`src/rtl/gen_prng_pkg.sv`:
```
// Shared types and helpers for the bounded pseudo-random generator.
// Holds the FSM encoding, the LFSR step function and the default 8-bit maximal mask.
package gen_prng_pkg;

    typedef enum logic [0:0] {
        IDLE   = 1'b0,
        SEARCH = 1'b1
    } fsm_e;

    localparam int          DEF_WIDTH = 8;
    localparam logic [7:0]  DEF_TAPS  = 8'hB8;

    // Fibonacci step on a 64-bit carrier; callers zero-extend and truncate to their width.
    function automatic logic [63:0] lfsr_next(input logic [63:0] state, input logic [63:0] taps);
        logic fb;
        fb = ^(state & taps);
        return (state << 1) | {63'd0, fb};
    endfunction

endpackage

```
`src/rtl/lfsr_core.sv`:
```
// Fibonacci LFSR register with seed load and all-zero lock-up recovery.
// Loading zero selects the built-in seed so the register never starts stuck.
module lfsr_core
    import gen_prng_pkg::*;
#(
    parameter int               WIDTH = DEF_WIDTH,
    parameter logic [WIDTH-1:0] TAPS  = WIDTH'(DEF_TAPS),
    parameter logic [WIDTH-1:0] SEED  = WIDTH'(1)
) (
    input  logic             CLK,
    input  logic             RES,
    input  logic             step,
    input  logic             load,
    input  logic [WIDTH-1:0] load_val,
    output logic [WIDTH-1:0] state
);

    logic [WIDTH-1:0] state_q;
    logic [WIDTH-1:0] state_d;

    always_comb begin
        state_d = state_q;
        if (state_q == '0) begin
            state_d = SEED;
        end else if (load) begin
            state_d = (load_val == '0) ? SEED : load_val;
        end else if (step) begin
            state_d = WIDTH'(lfsr_next(64'(state_q), 64'(TAPS)));
        end
    end

    always_ff @(posedge CLK) begin
        if (RES) begin
            state_q <= SEED;
        end else begin
            state_q <= state_d;
        end
    end

    assign state = state_q;

endmodule

```
`src/rtl/gen_prng.sv`:
```
// Bounded random number source: LFSR plus rejection sampling into [MIN..MAX].
// One result per REQ; after MAX_TRIES rejections the result falls back to MIN with TO set.
module gen_prng
    import gen_prng_pkg::*;
#(
    parameter int               WIDTH     = DEF_WIDTH,
    parameter logic [WIDTH-1:0] TAPS      = WIDTH'(DEF_TAPS),
    parameter int               OUT_W     = 4,
    parameter int               MIN       = 1,
    parameter int               MAX       = 11,
    parameter logic [WIDTH-1:0] SEED      = WIDTH'(1),
    parameter int               MAX_TRIES = 16
) (
    input  logic             CLK,
    input  logic             RES,
    input  logic             ENC,
    input  logic             LOAD,
    input  logic [WIDTH-1:0] SEED_IN,
    input  logic             REQ,
    output logic             BUSY,
    output logic             DV,
    output logic [OUT_W-1:0] DO,
    output logic             TO
);

    localparam int TRY_W = $clog2(MAX_TRIES + 1);

    fsm_e             fsm_q, fsm_d;
    logic [TRY_W-1:0] tries_q, tries_d;
    logic [OUT_W-1:0] do_q, do_d;
    logic             dv_q, dv_d;
    logic             to_q, to_d;

    logic             lfsr_step;
    logic             lfsr_load;
    logic [WIDTH-1:0] lfsr_state;
    logic [OUT_W-1:0] cand;
    logic             in_range;
    logic [TRY_W:0]   tries_inc;
    logic             last_try;

    lfsr_core #(
        .WIDTH (WIDTH),
        .TAPS  (TAPS),
        .SEED  (SEED)
    ) u_lfsr (
        .CLK      (CLK),
        .RES      (RES),
        .step     (lfsr_step),
        .load     (lfsr_load),
        .load_val (SEED_IN),
        .state    (lfsr_state)
    );

    assign cand      = OUT_W'(lfsr_state);
    assign in_range  = (cand >= OUT_W'(MIN)) && (cand <= OUT_W'(MAX));
    assign tries_inc = {1'b0, tries_q} + (TRY_W+1)'(1);
    assign last_try  = (tries_inc == (TRY_W+1)'(MAX_TRIES));

    always_comb begin
        fsm_d     = fsm_q;
        tries_d   = tries_q;
        do_d      = do_q;
        dv_d      = 1'b0;
        to_d      = to_q;
        lfsr_step = 1'b0;
        lfsr_load = 1'b0;
        case (fsm_q)
            IDLE: begin
                if (LOAD) begin
                    lfsr_load = 1'b1;
                end else if (REQ) begin
                    lfsr_step = 1'b1;
                    tries_d   = '0;
                    fsm_d     = SEARCH;
                end else if (ENC) begin
                    lfsr_step = 1'b1;
                end
            end
            SEARCH: begin
                if (LOAD) begin
                    // Abort without a result; the fresh seed takes effect immediately.
                    lfsr_load = 1'b1;
                    fsm_d     = IDLE;
                end else if (in_range) begin
                    do_d      = cand;
                    dv_d      = 1'b1;
                    to_d      = 1'b0;
                    lfsr_step = 1'b1;
                    fsm_d     = IDLE;
                end else if (last_try) begin
                    do_d      = OUT_W'(MIN);
                    dv_d      = 1'b1;
                    to_d      = 1'b1;
                    lfsr_step = 1'b1;
                    fsm_d     = IDLE;
                end else begin
                    tries_d   = (&tries_q) ? tries_q : tries_q + TRY_W'(1);
                    lfsr_step = 1'b1;
                end
            end
            default: fsm_d = IDLE;
        endcase
    end

    always_ff @(posedge CLK) begin
        if (RES) begin
            fsm_q   <= IDLE;
            tries_q <= '0;
            do_q    <= '0;
            dv_q    <= 1'b0;
            to_q    <= 1'b0;
        end else begin
            fsm_q   <= fsm_d;
            tries_q <= tries_d;
            do_q    <= do_d;
            dv_q    <= dv_d;
            to_q    <= to_d;
        end
    end

    assign BUSY = (fsm_q == SEARCH);
    assign DV   = dv_q;
    assign DO   = do_q;
    assign TO   = to_q;

endmodule

```
`config.mk`:
```
export PLATFORM = sky130hd
export DESIGN_NAME = gen_prng
export DESIGN_NICKNAME = d
export VERILOG_FILES = /design/src/rtl/gen_prng_pkg.sv /design/src/rtl/lfsr_core.sv /design/src/rtl/gen_prng.sv
export SDC_FILE = /design/constraint.sdc
export NUM_CORES = 1
export LEC_CHECK = 0
export CORE_MARGIN = 1
export CORE_UTILIZATION = 35
export CTS_CLUSTER_SIZE = 14
export DETAILED_ROUTE_END_ITERATION = 12
export DONT_BUFFER_PORTS = 1
export PLACE_DENSITY = 0.53
export SYNTH_ARGS = -nofsm -noshare
export SYNTH_HDL_FRONTEND = slang
export SYNTH_SLANG_ARGS = --single-unit
export TNS_END_PERCENT = 5
```
`constraint.sdc`:
```
create_clock -name CLK -period 3.5 [get_ports CLK]
set_clock_uncertainty 0.2 [all_clocks]
set_input_delay 0.175 -clock CLK [delete_from_list [all_inputs] [get_ports CLK]]
set_output_delay 0.175 -clock CLK [all_outputs]
set_load 0.03 [all_outputs]
```
== After elaboration in Yosys (flattened, before gate mapping) ==
Cells that the tools add are included.

* Equality and inequality tests: 7
* Mux-type cells: 28
* $lt $le $gt $ge: 2
* Bitwise gates (word level): 3
* Reductions and logical operators: 11
* Add/subtract/negate cells: 2

{| class="wikitable"
|+ Operators with widths
! cell !! number
|-
| 64-bit parity || 1
|-
| 5-bit 2-to-1 mux || 6
|-
| 8-bit 2-to-1 mux || 3
|-
| 8-bit zero test || 2
|-
| 1-bit 2-to-1 mux || 14
|-
| 2-bit != test, second input constant || 6
|-
| 5-bit case mux with 2 select lines || 1
|-
| 4-bit 2-to-1 mux || 2
|-
| 8-bit by 1-bit bitwise OR with 8-bit output || 1
|-
| 5-bit by 1-bit adder with 6-bit output, second input constant || 1
|-
| 6-bit by 5-bit equality test with 1-bit output, second input constant || 1
|-
| 6-bit AND reduction || 1
|-
| 5-bit by 1-bit adder with 5-bit output, second input constant || 1
|-
| 5-bit AND reduction || 1
|-
| 4-bit by 1-bit greater-or-equal comparator with 1-bit output, second input constant || 1
|-
| 4-bit <= comparator, second input constant || 1
|-
| 1-bit case mux with 2 select lines || 2
|-
| 2-bit nonzero test || 2
|-
| 3-bit AND reduction || 1
|-
| 3-bit OR reduction || 1
|-
| 1-bit inverter || 2
|-
| 2-bit OR reduction || 1
|-
| 1-bit logical AND || 1
|}

* Input port bits: 13
* Word-level logic and storage cells: 59
* Register bits after elaboration: 20

== Longest topological paths before layout ==
Gate-level depths: netlist (run 1).

* Depth in word-level cells: 6
* Gate-level depth with buffers: 6
* Mapped depth without buffers: 6

== By module ==
A second synthesis (run 1) with hierarchy kept.

* Cell total of the unflattened synthesis: 117
* Area, all modules: 1093.5 sq um

{| class="wikitable"
|+ By module, submodules not included
! module !! times used !! sequential area each (sq um) !! cells each !! area an instance (sq um)
|-
| gen_prng || 1 || 240.2 || 72 || 630.6
|-
| lfsr_core || 1 || 160.2 || 45 || 462.9
|}

== Worst setup path before layout (run 1) ==
OpenSTA, ideal clock, no wires.

* Kind: reg2reg
* Start point: register tries_q[0]
* End point: register do_q[2] (netlist: DO[2])
* Path buffers: 0
* Cell stages (with the launch flop): 7
* Arrival: 1723 ps
* Setup slack: 1461 ps
* Library setup time: 116 ps
* Clock period less this slack: 2039 ps
* Path through: dfxtp_1 ha_1 and3_1 ha_1 o2111ai_1 a21o_1 a31o_2

* Cells in the longest elaborated chain, start to end: 4

{| class="wikitable"
|+ Ends and longest elaborated chain
! item !! RTL line !! text
|-
| from (decl) || gen_prng.sv:29 || <nowiki>logic [TRY_W-1:0] tries_q, tries_d;</nowiki>
|-
| from (signal assigned) || gen_prng.sv:115 || <nowiki>tries_q <= tries_d;</nowiki>
|-
| 5-bit by 1-bit adder with 6-bit output || gen_prng.sv:57 || <nowiki>assign tries_inc = {1'b0, tries_q} + (TRY_W+1)'(1);</nowiki>
|-
| 6-bit by 5-bit equality test with 1-bit output || gen_prng.sv:58 || <nowiki>assign last_try = (tries_inc == (TRY_W+1)'(MAX_TRIES));</nowiki>
|-
| 2-bit nonzero test (no line) || -- ||
|-
| 3-bit AND reduction (no line) || -- ||
|-
| to (signal assigned) || gen_prng.sv:116 || <nowiki>do_q <= do_d;</nowiki>
|-
| to (decl) || gen_prng.sv:30 || <nowiki>logic [OUT_W-1:0] do_q, do_d;</nowiki>
|}

Every way passes these cells.
A chain may end at the register's enable or synchronous reset.

== Final worst setup path (run 1) ==
* Start point: register tries_q[0]
* End point: register do_q[3] (netlist: DO[3])

Same word-level chain as after synthesis.

==> results.json, run 1 <==
{
  "antenna_found_initial": 0,
  "crit_type": "register to register",
  "ys_types": 34,
  "power_density_mw_per_mm2": 380,
  "endpoint_kind": "register",
  "drive_gt1_share_pct": 7.32,
  "grt-ovfl-total": 0,
  "routabilityCongestion": 0.858,
  "cts_tree": "yes",
  "status": "finished, final reports clean",
  "clock-sinks": 20,
  "max_slew.worst_pin.slew_ns": 0.625,
  "clkLatencyLatePin_ns": 0.30,
  "path_max_fanout": 6,
  "grt_usage_pct": 17.2,
  "antenna_cells": 0,
  "ys_ff_latch": 20,
  "final_cell_mix": "dfxtp_1 (20), nor2_1 (12), dlygate4sd3_1 (11)",
  "n_fill_cell": 280,
  "drv_cap": 0,
  "clk_pin_slew_ns": 0.11,
  "place_area_sq_mm": 0.00105,
  "place_hpwl_um": 1680,
  "vias": 919,
  "initial_core_util_pct": 37.2,
  "irDropWorstVdd_mv": 0.203,
  "numPortBuffers": 0,
  "rsz0062_at_grt": "no",
  "setup_tns_ns": 0,
  "rows": 19,
  "cts_root_buf": "clkbuf_4",
  "area.sequential_sq_um": 400,
  "die_area_sq_mm": 0.00315,
  "finalCritPeriodShare_pct": 63.6,
  "hp-class": "input port to register",
  "grt_pass1_wl_um": 4250,
  "ys_dominant_reg_cell": "dfxtp_1",
  "syn-num-nets": 128,
  "avgSynthCellArea_sq_um": 9.16,
  "dr.pass1.iters": 4,
  "cts_buffer_depth": 2,
  "synth_area_leaders": "dfxtp_1 (39%), mux2i_1 (7.8%), a211oi_1 (6.6%)",
  "netlist_area_sq_mm": 0.00103,
  "grt_max_degree": 16,
  "startpoint_type": "register",
  "final_cell_area_sq_mm": 0.00119,
  "finalCriticalPeriod_ns": 2.23,
  "max_slew_margin_pct": 58.1,
  "multi_input_area_sq_um": 594,
  "ant_nets": 0,
  "grt_pass1_vias": 938,
  "yosysSeqAreaShare_pct": 39.0,
  "cts_made_buffers": 3,
  "avgViaCountPerCell": 5.97,
  "fmax_mhz": 449,
  "setup_viol": 0,
  "synth_top_cell_area_share_pct": 39.0,
  "crit_arrival_ns": 2.23,
  "fp.dieH_um": 56.1,
  "first_iter_violations": 39,
  "drc": 0,
  "cts_max_level": 1,
  "nNetsFinal": 140,
  "slew_violations": 0,
  "p_leak_uw": 0.000450,
  "cts.repair.resized": 0,
  "ioPinCount": 20,
  "die_x_um": 56.1,
  "coreArea_sq_mm": 0.00276,
  "ys_warn_count": 0,
  "wire_per_inst_um": 15.7,
  "mostFrequentLayoutCell": "dfxtp_1",
  "synth_edf_count": 0,
  "synthCells": 112,
  "hold_viol": 0,
  "routed_wl_um": 2420,
  "required_ns": 3.50,
  "yosysTopAreaCell": "dfxtp_1",
  "synthArstFlopShare_pct": 0,
  "area_growth_pct": 16.5
}
[routing by layer]
| layer | routed length (um) | GRT usage [%] | share of wire [%] |
|---|---|---|---|
| met1 | 1110 | 21.7 | 46 |
| met2 | 1190 | 28.1 | 49 |
| met3 | 93 | 3.26 | 3.8 |
| met4 | 27 | 8.71 | 1.1 |
| met5 | 0 | 0 | 0 |
[state kept, by name, indices dropped and copies added, names as in the netlist]
signal and cells:
BUSY 1, DO 4, DV 1, TO 1, tries_q 5, u_lfsr.state 8
[synthesized netlist by cell type, drive strengths merged (2+ instances only)]
master	number
ha	3
a211o	2
inv	4
nand4	2
mux2i	8
nor3	2
nand3b	3
and3	2
clkbuf	3
a211oi	9
dfxtp	20
nor2	12
a31oi	2
nand3	4
a21oi	7
o211ai	4
a31o	2
o2111ai	2
nor4b	2
nand2	6
[path summary, 6_finish.rpt]
kind | from | to | slack [ns] | depth (start not counted)
hold reg to reg | u_lfsr.state[4] | u_lfsr.state[4] | 0.33 | 2
setup / recovery | tries_q[0] | DO[3] | 1.27 | 6
setup reg to reg | tries_q[0] | DO[3] | 1.27 | 6
hold / removal | LOAD | BUSY | 0.07 | 3
[through the flow]
stage / total power [uW] / std cells / setup slack, ns / util, % / hold slack [ns]
after CTS: 461 / 154 / 1.27 / 43.3 / 0.0314
after global placement: 309 / 139 / 1.31 / 38.0 / 0.0470
after floorplan: 303 / 112 / 1.46 / - / 0.215
after global routing: 478 / 154 / 1.15 / 43.3 / 0.106
after detailed placement: 310 / 139 / 1.29 / 38.0 / 0.0477
final: 454 / 154 / 1.27 / 43.3 / 0.0729
[kinds of logic after synthesis]
logic type      count (synthesis)  synth area share (%)
simple gates                   39                  20.6
compound gates                 33                  23.5
xor+xnor                        1                  2.32
buf+inv                         8                  3.05
flops                          20                  39.0
mux                             8                  7.81
fa+ha+maj                       3                  3.66
[power breakdown]
part,switching (uW),leakage (uW),internal (uW)
logic,30.7,0.000266,33.4
clock network,70.9,0.0000210,63.4
registers,16.5,0.000163,239
total,118,0.000450,336
[critical path, cell delays in order (launching register included)]
cell and delay, ns:
dfxtp_1 0.38, ha_1 0.27, and3_1 0.20, ha_1 0.31, o2111ai_1 0.25, a21o_1 0.28
a31o_2 0.25
[layout make-up]
class	count	area share [%]
Multi-Input combinational cell	84	49.7
Sequential cell	20	33.5
Timing Repair Buffer	11	9.21
Tap cell	31	3.25
Clock buffer	4	3.04
Inverter	4	1.26
[what timing repair did]
item	in CTS	in global routing
setup buffers	0	0
hold endpoints to repair	20	0
hold buffers	11	0
setup endpoints to repair	0	0
(Power assumes the default switching activity.)
==> run 2, diff against run 1 <==
Clock period 3.5 ns to 2.2 ns, I/O delays scaled along.
==> results.json, run 2 (synthesis results as in run 1) <==
{
  "dr.pass1.iters": 4,
  "grt_pass1_wl_um": 4400,
  "whs_ns": 0.0487,
  "startpoint_type": "register",
  "place_hpwl_um": 1780,
  "first_iter_violations": 17,
  "nNetsFinal": 148,
  "irDropWorstVdd_mv": 0.330,
  "final_cell_mix": "dfxtp_1 (20), nor2_1 (12), dlygate4sd3_1 (12)",
  "endpoint_kind": "register",
  "die_area_sq_mm": 0.00315,
  "drive_gt1_share_pct": 14.5,
  "setup_tns_ns": 0,
  "power_density_mw_per_mm2": 645,
  "cts_buffer_depth": 2,
  "p_leak_uw": 0.000491,
  "clkLatencyLatePin_ns": 0.31,
  "antenna_cells": 0,
  "combPwrFrac_pct": 14.7,
  "finalCriticalPeriod_ns": 2.09,
  "area_growth_pct": 25.1,
  "grt.busiest_layer": "met2",
  "max_slew.worst_pin.slew_ns": 0.501,
  "n_fill_cell": 273,
  "clock-sinks": 20,
  "crit_family": "simple AND/OR/NAND/NOR gates",
  "ioPinCount": 20,
  "crit_chain": "ha_2 -> and3_1 -> ha_1 -> o2111a_2 -> or3_1 -> a31oi_1",
  "largest_reg_flops": 8,
  "rsz0062_at_grt": "no",
  "use_met2_pct": 28.4,
  "initial_core_util_pct": 37.2,
  "grt_usage_pct": 17.7,
  "mostFrequentLayoutCell": "dfxtp_1",
  "p_switching_uw": 201,
  "max_slew_margin_pct": 66.5,
  "required_ns": 2.25,
  "slew_violations": 0,
  "clk_pin_slew_ns": 0.13,
  "slowest_stage": "dfxtp_1",
  "cts_max_level": 1,
  "fp.dieH_um": 56.1,
  "fmax_mhz": 479,
  "p_int_uw": 628,
  "finalCritPeriodShare_pct": 95.0,
  "wire_per_inst_um": 16.0,
  "path_buf_inv": 0,
  "grt_pass1_vias": 932,
  "antenna_found_initial": 0,
  "max_stage_delay_ns": 0.45,
  "cts_root_buf": "clkbuf_4",
  "crit_arrival_ns": 2.14,
  "path_max_fanout": 7,
  "cts_made_buffers": 3,
  "setup_viol": 0,
  "switching_share_pct": 24.2,
  "routed_wl_um": 2590,
  "crit_type": "register to register",
  "drc": 0,
  "rows": 19,
  "numPortBuffers": 0,
  "die_x_um": 56.1,
  "p_clk_share_pct": 37.1,
  "vias": 926,
  "avgViaCountPerCell": 5.72,
  "seq_power_share_pct": 48.2,
  "grt_max_degree": 16,
  "dp_cells": 145,
  "cts_tree": "yes",
  "gr-usage-met1_pct": 22.9,
  "grt.met3_usage_pct": 3.49,
  "hold_viol": 0,
  "hp-class": "input port to register",
  "routabilityCongestion": 0.778,
  "coreArea_sq_mm": 0.00276,
  "finalNonFillerCells": 162,
  "grt-ovfl-total": 0,
  "status": "finished, final reports clean",
  "ant_nets": 0,
  "drv_cap": 0
}
run 2: cell types whose count changed in the layout (fill, tap and decap cells not counted), sizes merged:
cell,before,now
clkbuf,4,3
bufinv,0,1
dlygate4sd3,11,12
buf,0,7
run 2: cell type report:
| cell class | instances | area [sq um] | share of cell area (%) |
|---|---|---|---|
| Multi-Input combinational cell | 84 | 604 | 47.1 |
| Sequential cell | 20 | 400 | 31.2 |
| Timing Repair Buffer | 19 | 173 | 13.5 |
| Tap cell | 31 | 38.8 | 3.02 |
| Clock inverter | 1 | 30.0 | 2.34 |
| Clock buffer | 3 | 22.5 | 1.75 |
| Inverter | 4 | 15.0 | 1.17 |
run 2: per-layer routing:
layer / routed length (um) / vias up
met5: 0 / -
li1: - / 472
met1: 1290 / 442
met2: 1190 / 10
met4: 21 / 0
met3: 92 / 2
run 2: metrics by stage:
step / instance area [sq um] / total power, uW / setup slack, ns / util, %
floorplan: 1030 / 482 / 0.161 / -
global placement: 1090 / 503 / 0.156 / 39.7
detailed placement: 1090 / 504 / 0.0928 / 39.7
CTS: 1270 / 835 / 0.0701 / 45.9
global route: 1280 / 870 / 0.00903 / 46.6
finish: 1280 / 828 / 0.110 / 46.6
run 2: worst reg2reg max path, stage by stage (launching register included):
cell	delay, ns
dfxtp_1	0.45
ha_2	0.25
and3_1	0.17
ha_1	0.26
o2111a_2	0.21
or3_1	0.37
a31oi_1	0.12
run 2: final timing paths:
kind,startpoint,end,slack (ns),depth (start not counted)
worst max-delay path,tries_q[0],tries_q[3],0.11,6
worst min-delay path,REQ,u_lfsr.state[0],0.05,3
worst max register to register,tries_q[0],tries_q[3],0.11,6
worst min register to register,u_lfsr.state[7],u_lfsr.state[7],0.33,2
run 2: repair_timing:
item | CTS | global route
setup endpoints to repair | 0 | 4
gates resized for setup | 0 | 3
hold buffers | 12 | 0
setup buffers | 0 | 1
endpoints found under the hold margin | 20 | 0
run 2: power groups by stage:
stage          logic, uW  registers, uW  clock network [uW]
6_report             122            400                 307
5_1_grt              135            403                 332
4_1_cts              121            400                 314
3_5_place_dp        96.6            408                   0
3_3_place_gp        95.8            407                   0
2_1_floorplan       73.3            409                   0
==> run 3, diff against run 2 <==
Settings changed: CORE_MARGIN 1 to 3.
==> results.json, run 3 (synthesis results as in run 1) <==
{
  "status": "finished, final reports clean",
  "irDropWorstVdd_mv": 0.334,
  "p_leak_uw": 0.000475,
  "clkLatencyLatePin_ns": 0.29,
  "antenna_found_initial": 0,
  "grt-ovfl-total": 0,
  "die_x_um": 60.1,
  "setup_ws_ns": 0.106,
  "reg2reg_from": "tries_q[0]",
  "cts_tree": "yes",
  "required_ns": 2.22,
  "avgViaCountPerCell": 5.87,
  "startpoint_type": "register",
  "postCtsSetupBuffers": 0,
  "fmax_mhz": 477,
  "cts_max_level": 1,
  "coreArea_sq_mm": 0.00278,
  "drc": 0,
  "ant_nets": 0,
  "drv_cap": 0,
  "largest_reg_flops": 8,
  "ioPinCount": 20,
  "hold_viol": 0,
  "initial_core_util_pct": 36.9,
  "mostFrequentLayoutCell": "dfxtp_1",
  "routabilityCongestion": 0.799,
  "hp-start": "REQ",
  "path_max_fanout": 7,
  "n_fill_cell": 264,
  "worstSetupStartpoint": "tries_q[0]",
  "rsz0062_at_grt": "no",
  "dr.pass1.iters": 4,
  "die_area_sq_mm": 0.00362,
  "nNetsFinal": 146,
  "finalCritPeriodShare_pct": 95.2,
  "cts_root_buf": "clkbuf_4",
  "rows": 19,
  "setup_viol": 0,
  "endpoint_kind": "register",
  "final_cell_mix": "dfxtp_1 (19), nor2_1 (12), dlygate4sd3_1 (12)",
  "setup_tns_ns": 0,
  "grt_max_degree": 16,
  "crit_arrival_ns": 2.12,
  "crit_type": "register to register",
  "place_hpwl_um": 1780,
  "grt_usage_pct": 15.8,
  "wire_per_inst_um": 15.4,
  "antenna_cells": 0,
  "grt_pass1_wl_um": 4270,
  "place_ws_ns": 0.0814,
  "drive_gt1_share_pct": 14.1,
  "grt_pass1_vias": 902,
  "slew_violations": 0,
  "numPortBuffers": 0,
  "cts_made_buffers": 3,
  "finalCriticalPeriod_ns": 2.09,
  "area_growth_pct": 21.8,
  "routed_wl_um": 2450,
  "vias": 933,
  "power_density_mw_per_mm2": 550,
  "fp.dieH_um": 60.1,
  "multi_input_area_sq_um": 614,
  "clock-sinks": 20,
  "first_iter_violations": 29,
  "area.sequential_sq_um": 402,
  "max_slew_margin_pct": 66.3,
  "clk_pin_slew_ns": 0.11,
  "hp-class": "input port to register",
  "max_slew.worst_pin.slew_ns": 0.504,
  "cts_buffer_depth": 2
}
-- run 3: layout make-up --
type	count	area share, %
multi-input cells	84	49.1
flip-flops and latches	20	32.1
well taps	31	3.10
inverters	4	1.20
repair buffers	17	12.6
clock buffers	3	1.80
-- run 3: through the flow --
| step | hold WS [ns] | power, uW | instance area (sq um) | std cells | utilization, % |
|---|---|---|---|---|---|
| CTS | 0.0162 | 702 | 1230 | 159 | 44.2 |
| detailed placement | -0.0168 | 505 | 1090 | 144 | 39.0 |
| floorplan | 0.150 | 482 | 1030 | 112 | - |
| finish | 0.0370 | 688 | 1250 | 159 | 44.9 |
| global route | 0.0416 | 732 | 1250 | 159 | 44.9 |
| global placement | -0.0170 | 502 | 1090 | 144 | 39.0 |
-- run 3: repair_timing --
item,in CTS,in global routing
endpoints found under the setup margin,0,5
endpoints found under the hold margin,20,0
hold buffers,12,0
resized for setup,0,5
-- run 3: path summary, 6_finish.rpt --
kind | slack, ns | cells past startpoint | end
min | 0.04 | 3 | u_lfsr.state[0]
max reg2reg | 0.11 | 6 | tries_q[3]
max | 0.11 | 6 | tries_q[3]
min reg2reg | 0.31 | 1 | tries_q[0]
-- run 3: per-layer routing --
| metal | track usage [%] | part of all wire (%) | up-vias |
|---|---|---|---|
| met3 | 5.18 | 6.9 | 6 |
| met1 | 20.6 | 48 | 438 |
| met4 | 6.01 | 1.4 | 0 |
| met2 | 23.8 | 44 | 24 |
| met5 | 0 | 0 | - |
| li1 | - | - | 465 |
-- run 3: worst max-delay path: stages (launching register included) --
cell and delay (ns):
dfxtp_2 0.36, ha_1 0.25, and3_1 0.20, ha_1 0.31, o2111a_2 0.21, or3_1 0.38, a31oi_1 0.13
-- run 3: where the power goes --
part	total (uW)	internal [uW]	switching (uW)	leakage, uW
Clock	166	63.6	103	0.0000138
Sequential	400	380	19.5	0.000164
Combinational	122	62.9	59.0	0.000297
Total	688	507	181	0.000475
